$ cat src/rtl/imem_pkg.sv
// Shared definitions for the instruction memory unit: state encoding,
// default NOP word and the index-width helper.
package imem_pkg;

  typedef enum logic {
    S_LOAD = 1'b0,
    S_RUN  = 1'b1
  } imem_state_t;

  localparam logic [31:0] NOP_DEFAULT = 32'h0000_0000;

  function automatic int idx_width(input int depth);
    return $clog2(depth);
  endfunction

endpackage

$ cat src/rtl/imem_array.sv
// DEPTH x DATA_W storage with one synchronous write port and one registered
// read port. Contents and read register are deliberately not reset.
module imem_array #(
  parameter int DATA_W = 32,
  parameter int DEPTH  = 64,
  parameter int IDX_W  = 6
) (
  input  logic              clk,
  input  logic              we,
  input  logic [IDX_W-1:0]  wr_idx,
  input  logic [DATA_W-1:0] wr_data,
  input  logic              rd_en,
  input  logic [IDX_W-1:0]  rd_idx,
  output logic [DATA_W-1:0] rd_data
);

  logic [DATA_W-1:0] mem [DEPTH];

  always_ff @(posedge clk) begin
    if (we) begin
      mem[wr_idx] <= wr_data;
    end
    if (rd_en) begin
      rd_data <= mem[rd_idx];
    end
  end

endmodule

$ cat src/rtl/instr_mem_unit.sv
// Instruction memory and fetch stage: streamed load phase, then registered fetches.
// Optional fetch counter port enabled by defining IMEM_FETCH_CNT_EN.
module instr_mem_unit
  import imem_pkg::*;
#(
  parameter int                DATA_W   = 32,
  parameter int                DEPTH    = 64,
  parameter int                ADDR_W   = 32,
  parameter logic [DATA_W-1:0] NOP_WORD = NOP_DEFAULT
) (
  input  logic              clk,
  input  logic              rst_n,
  input  logic              ld_valid,
  output logic              ld_ready,
  input  logic [DATA_W-1:0] ld_data,
  input  logic              ld_last,
  output logic              mem_ready,
  input  logic [ADDR_W-1:0] pc,
  input  logic              fetch_en,
  output logic [DATA_W-1:0] instr,
  output logic              instr_valid,
  output logic              fault
`ifdef IMEM_FETCH_CNT_EN
  ,
  output logic [31:0]       fetch_cnt
`endif
);

  localparam int IDX_W = idx_width(DEPTH);

  imem_state_t       state_q, state_d;
  logic [IDX_W-1:0]  ld_ptr;
  logic              active_q;
  logic [ADDR_W-3:0] pc_idx;
  logic              bad_addr;
  logic              ld_fire;
  logic              fetch_go;
  logic [DATA_W-1:0] rd_data;

  assign pc_idx   = pc[ADDR_W-1:2];
  assign bad_addr = (pc[1:0] != 2'b00) || (pc_idx >= (ADDR_W-2)'(DEPTH));
  assign ld_fire  = ld_valid && ld_ready;
  assign fetch_go = (state_q == S_RUN) && fetch_en;

  // active_q keeps ld_ready low while reset is held and for the release edge
  always_ff @(posedge clk or negedge rst_n) begin
    if (!rst_n) begin
      state_q  <= S_LOAD;
      active_q <= 1'b0;
    end else begin
      state_q  <= state_d;
      active_q <= 1'b1;
    end
  end

  always_comb begin
    state_d   = state_q;
    ld_ready  = 1'b0;
    mem_ready = 1'b0;
    case (state_q)
      S_LOAD: begin
        ld_ready = active_q;
        if (ld_fire && (ld_last || ld_ptr == IDX_W'(DEPTH - 1))) begin
          state_d = S_RUN;
        end
      end
      S_RUN: begin
        mem_ready = 1'b1;
      end
      default: state_d = S_LOAD;
    endcase
  end

  always_ff @(posedge clk or negedge rst_n) begin
    if (!rst_n) begin
      ld_ptr      <= '0;
      fault       <= 1'b0;
      instr_valid <= 1'b0;
    end else begin
      if (ld_fire) begin
        ld_ptr <= ld_ptr + 1'b1;
      end
      if (fetch_go) begin
        fault       <= bad_addr;
        instr_valid <= 1'b1;
      end
    end
  end

`ifdef IMEM_FETCH_CNT_EN
  always_ff @(posedge clk or negedge rst_n) begin
    if (!rst_n) begin
      fetch_cnt <= '0;
    end else if (fetch_go) begin
      fetch_cnt <= fetch_cnt + 32'd1;
    end
  end
`endif

  imem_array #(
    .DATA_W (DATA_W),
    .DEPTH  (DEPTH),
    .IDX_W  (IDX_W)
  ) u_array (
    .clk     (clk),
    .we      (ld_fire),
    .wr_idx  (ld_ptr),
    .wr_data (ld_data),
    .rd_en   (fetch_go),
    .rd_idx  (pc_idx[IDX_W-1:0]),
    .rd_data (rd_data)
  );

  // The read register holds across stalls; faults and non-fetch states show NOP
  assign instr = (instr_valid && !fault) ? rd_data : NOP_WORD;

endmodule

$ cat config.mk
export PLATFORM = sky130hd
export DESIGN_NAME = instr_mem_unit
export DESIGN_NICKNAME = d
export VERILOG_FILES = /design/src/rtl/imem_pkg.sv /design/src/rtl/imem_array.sv /design/src/rtl/instr_mem_unit.sv
export SDC_FILE = /design/constraint.sdc
export NUM_CORES = 2
export LEC_CHECK = 0
export ABC_AREA = 1
export CORE_ASPECT_RATIO = 0.8
export CORE_MARGIN = 3
export CORE_UTILIZATION = 40
export DETAILED_ROUTE_END_ITERATION = 7
export SYNTH_ARGS = -nofsm -noshare
export SYNTH_HDL_FRONTEND = slang
export SYNTH_HIERARCHICAL = 1
export SYNTH_SLANG_ARGS = --single-unit
export TNS_END_PERCENT = 20
$ cat constraint.sdc
create_clock -name clk -period 5.1 [get_ports clk]
set_clock_uncertainty 0.1 [all_clocks]
set_input_delay 0.51 -clock clk [delete_from_list [all_inputs] [get_ports clk]]
set_output_delay 0.51 -clock clk [all_outputs]
set_load 0.01 [all_outputs]
==> results.tsv <==
stage	metric	value	unit
run_status	status	finished, final reports clean	
synth	synth.most_common_cell	nand2_1	
sta	min_period_over_period	67.6	%
place	dpl-instance-area	0.0883	mm2
setup_path	critPathTopFamily	simple AND/OR/NAND/NOR gates	
global_routing	use_met1	33.9	%
synth	syn_inst	6909	
synth	yosys.area.top_type	edfxtp_1	
pwr	powerDensity	373	mW/mm2
floorplanning	dieArea	0.215	mm2
routing	wire_per_inst	25.1	um
floorplanning	rows	149	
synth	yosysWarnings	6	
final_layout	syn2layout_area_growth	12.6	%
routing	antenna_left	0	
routing	drc	0	
synth	synthArstFlopShare	0.478	%
synth	synth_area_leaders	edfxtp_1, nand3_1, nand2_1	
final_layout	final_nets	7027	
min_path	hold_path.class	in -> reg	
sta	drv_slew	0	
setup_path	critPathMaxFanout	32	
sta	max-slew-margin-rel	13.9	%
synth	synth_flop_cell	edfxtp_1	
synth	yosysSeqAreaShare	74.7	%
synth	synth_top_area_share	74.4	%
global_routing	grt_pass1_wl	363	mm
cts	cts.clk_slew.worst_paths	60	ps
global_routing	grt_util_met2	33.5	%
synth	ys_types	27	
cts	cts_root_buffer	clkbuf_16	
cts	insertion_delay	830	ps
cts	tritoncts	done	
floorplanning	chipWidth	518	um
pwr	power_switching	7.99	mW
synth	ys_ff_latch	2090	
synth	synth_area	0.0839	mm2
setup_path	cp_slowest_stage_delay	660	ps
global_routing	grt_pass1_vias	51700	
pwr	p_leak	32.9	nW
synth	synth_common_cells	nand2_1, edfxtp_1, nand3_1	
global_routing	grt_max_degree	156	
global_routing	use_met3	5.02	%
flow_run	cap_violations	0	
sta	rsz0062_at_grt	false	
pwr	p_clk_share	40.2	%
cts	cts-htree-levels	4	
global_routing	overflow	0	
sta	max_freq	290	MHz
setup_path	cp.required	4490	ps
synth	postSynthAreaPerCell	12.1	um2
sta	tightest_slew	1290	ps
routing	routed_wl	249	mm
sta	min_period	3450	ps
global_routing	busiest_layer	met1	
place	portBuffers	104	
global_routing	track_usage	22.6	%
cts	cts_buffer_depth	3	
final_layout	final_area	0.0945	mm2
pwr	internal_power	27.2	mW
sta	hold_viol	0	
routing	routed_via_density	5.56	
setup_path	critical_path_class	reg -> out	
routing	drt_first_pass_iters	8	
setup_path	end_kind	output pin	
sta	setup-violations-final	0	
setup_path	cp_slowest_cell	or2_2	
setup_path	critPathBufInv	1	
setup_path	cp_cell_sequence	or2_2 -> nor2_1 -> clkdlybuf4s50_1	
floorplanning	initial_core_util	40.5	%
cts	numCtsBuffers	199	
setup_path	startpoint_type	flip-flop	
floorplanning	ios	105	
setup_path	crit_arrival	2840	ps
pwr	seqPwrFrac	53.8	%
pwr	peakVddDrop	0.000280	V
floorplanning	core_area	0.207	mm2
synth	synth-edff-count	2080	
floorplanning	die_y	416	um
final_layout	final_util	45.6	%
pwr	swShare	22.7	%
place	place_congestion	0.846	
routing	vias	55100	
place	hpwlAfterDp	136	mm
final_layout	drive_gt1_share	7.97	%
synth	synth_nets	6979	
pwr	combPwrFrac	6.0	%
cts	post_cts_buffers	0	
cts	cts.sinks	2090	
global_routing	antenna_found_initial	10	
sta	setup_tns	0	ps
routing	drt-initial-drc-count	8078	
==> cell usage in the layout (no fill, tap or decap), types with 29 or more instances in the layout <==
master,instances
buf_12,31
buf_2,32
buf_4,165
clkbuf_1,52
clkbuf_16,204
clkdlybuf4s50_1,66
clkinv_1,50
clkinv_2,29
edfxtp_1,2080
inv_1,45
nand2_1,2266
nand3_1,1910
nor2_1,43
nor2_4,57
==> what timing repair did <==
item / in CTS / in global routing
resized for setup: 0 / 0
hold buffers: 2 / 0
hold endpoints to repair: 13 / 0
==> path summary, 6_finish.rpt <==
check	from	end	slack (ps)	cells after the start
worst max-delay path	fault	instr[14]	1650	3
min in group asynchronous	rst_n	state_q	540	2
worst min-delay path	ld_data[31]	u_array/mem[55][31]	90	1
max in group asynchronous	rst_n	ld_ptr[3]	3930	2
worst min register to register	instr_valid	instr_valid	390	2
worst max register to register	ld_ptr[3]	u_array/mem[18][17]	1880	4
==> flip-flops by register name, indices dropped and copies added, names as in the netlist <==
name,cells
active_q,1
state_q,1
u_array/rd_data,32
fault,1
ld_ptr,6
u_array/mem,2048
instr_valid,1
==> metrics by stage <==
stage / hold slack [ps] / cells / total power [mW] / setup WS (ps)
floorplan: 114 / 6909 / 20.4 / 114
global placement: 360 / 9547 / 21.4 / 1470
detailed placement: 378 / 9547 / 21.4 / 1470
CTS: 22.1 / 9904 / 35.4 / 1510
global route: 50.2 / 9905 / 36.2 / 1450
finish: 89.2 / 9909 / 35.2 / 1650
==> cells by family (layout without fill, tap and decap cells) <==
group | Yosys count | after routing | synth area share (%)
AOI/OAI and AO/OA | 2 | 2 | 0.0119
xor gates and xnor gates | 4 | 4 | 0.0418
buffers and inverters | 504 | 706 | 2.97
DFF | 2090 | 2090 | 74.7
adders and majority gates | 1 | 1 | 0.0149
and+or+nand+nor | 4307 | 4307 | 22.2
other | 1 | 6 | 0.00447
==> power groups by stage <==
stage                     clock (mW)  sequential [mW]  combinational (mW)
after floorplan                    0             19.3                1.11
after global placement             0             19.3                2.07
after detailed placement           0             19.3                2.09
after CTS                       14.3             19.0                2.10
after global routing            15.0             18.9                2.29
final                           14.1             18.9                2.12
==> final cells by class <==
class | count | area [um2]
Antenna cell | 5 | 12.5
Timing Repair Buffer | 300 | 2760
Inverter | 51 | 229
Tap cell | 2793 | 3490
Fill cell | 18500 | 113000
Multi-Input combinational cell | 4315 | 19200
Clock inverter | 98 | 769
Sequential cell | 2090 | 62700
Clock buffer | 257 | 5310
==> per-layer routing <==
layer  share of wire (%)  vias up
li1                    -    24600
met1                  43    27300
met2                  44     2868
met3                  11      314
met4                 2.0        0
met5                   0        -
Power figures use the tool's default switching activity.
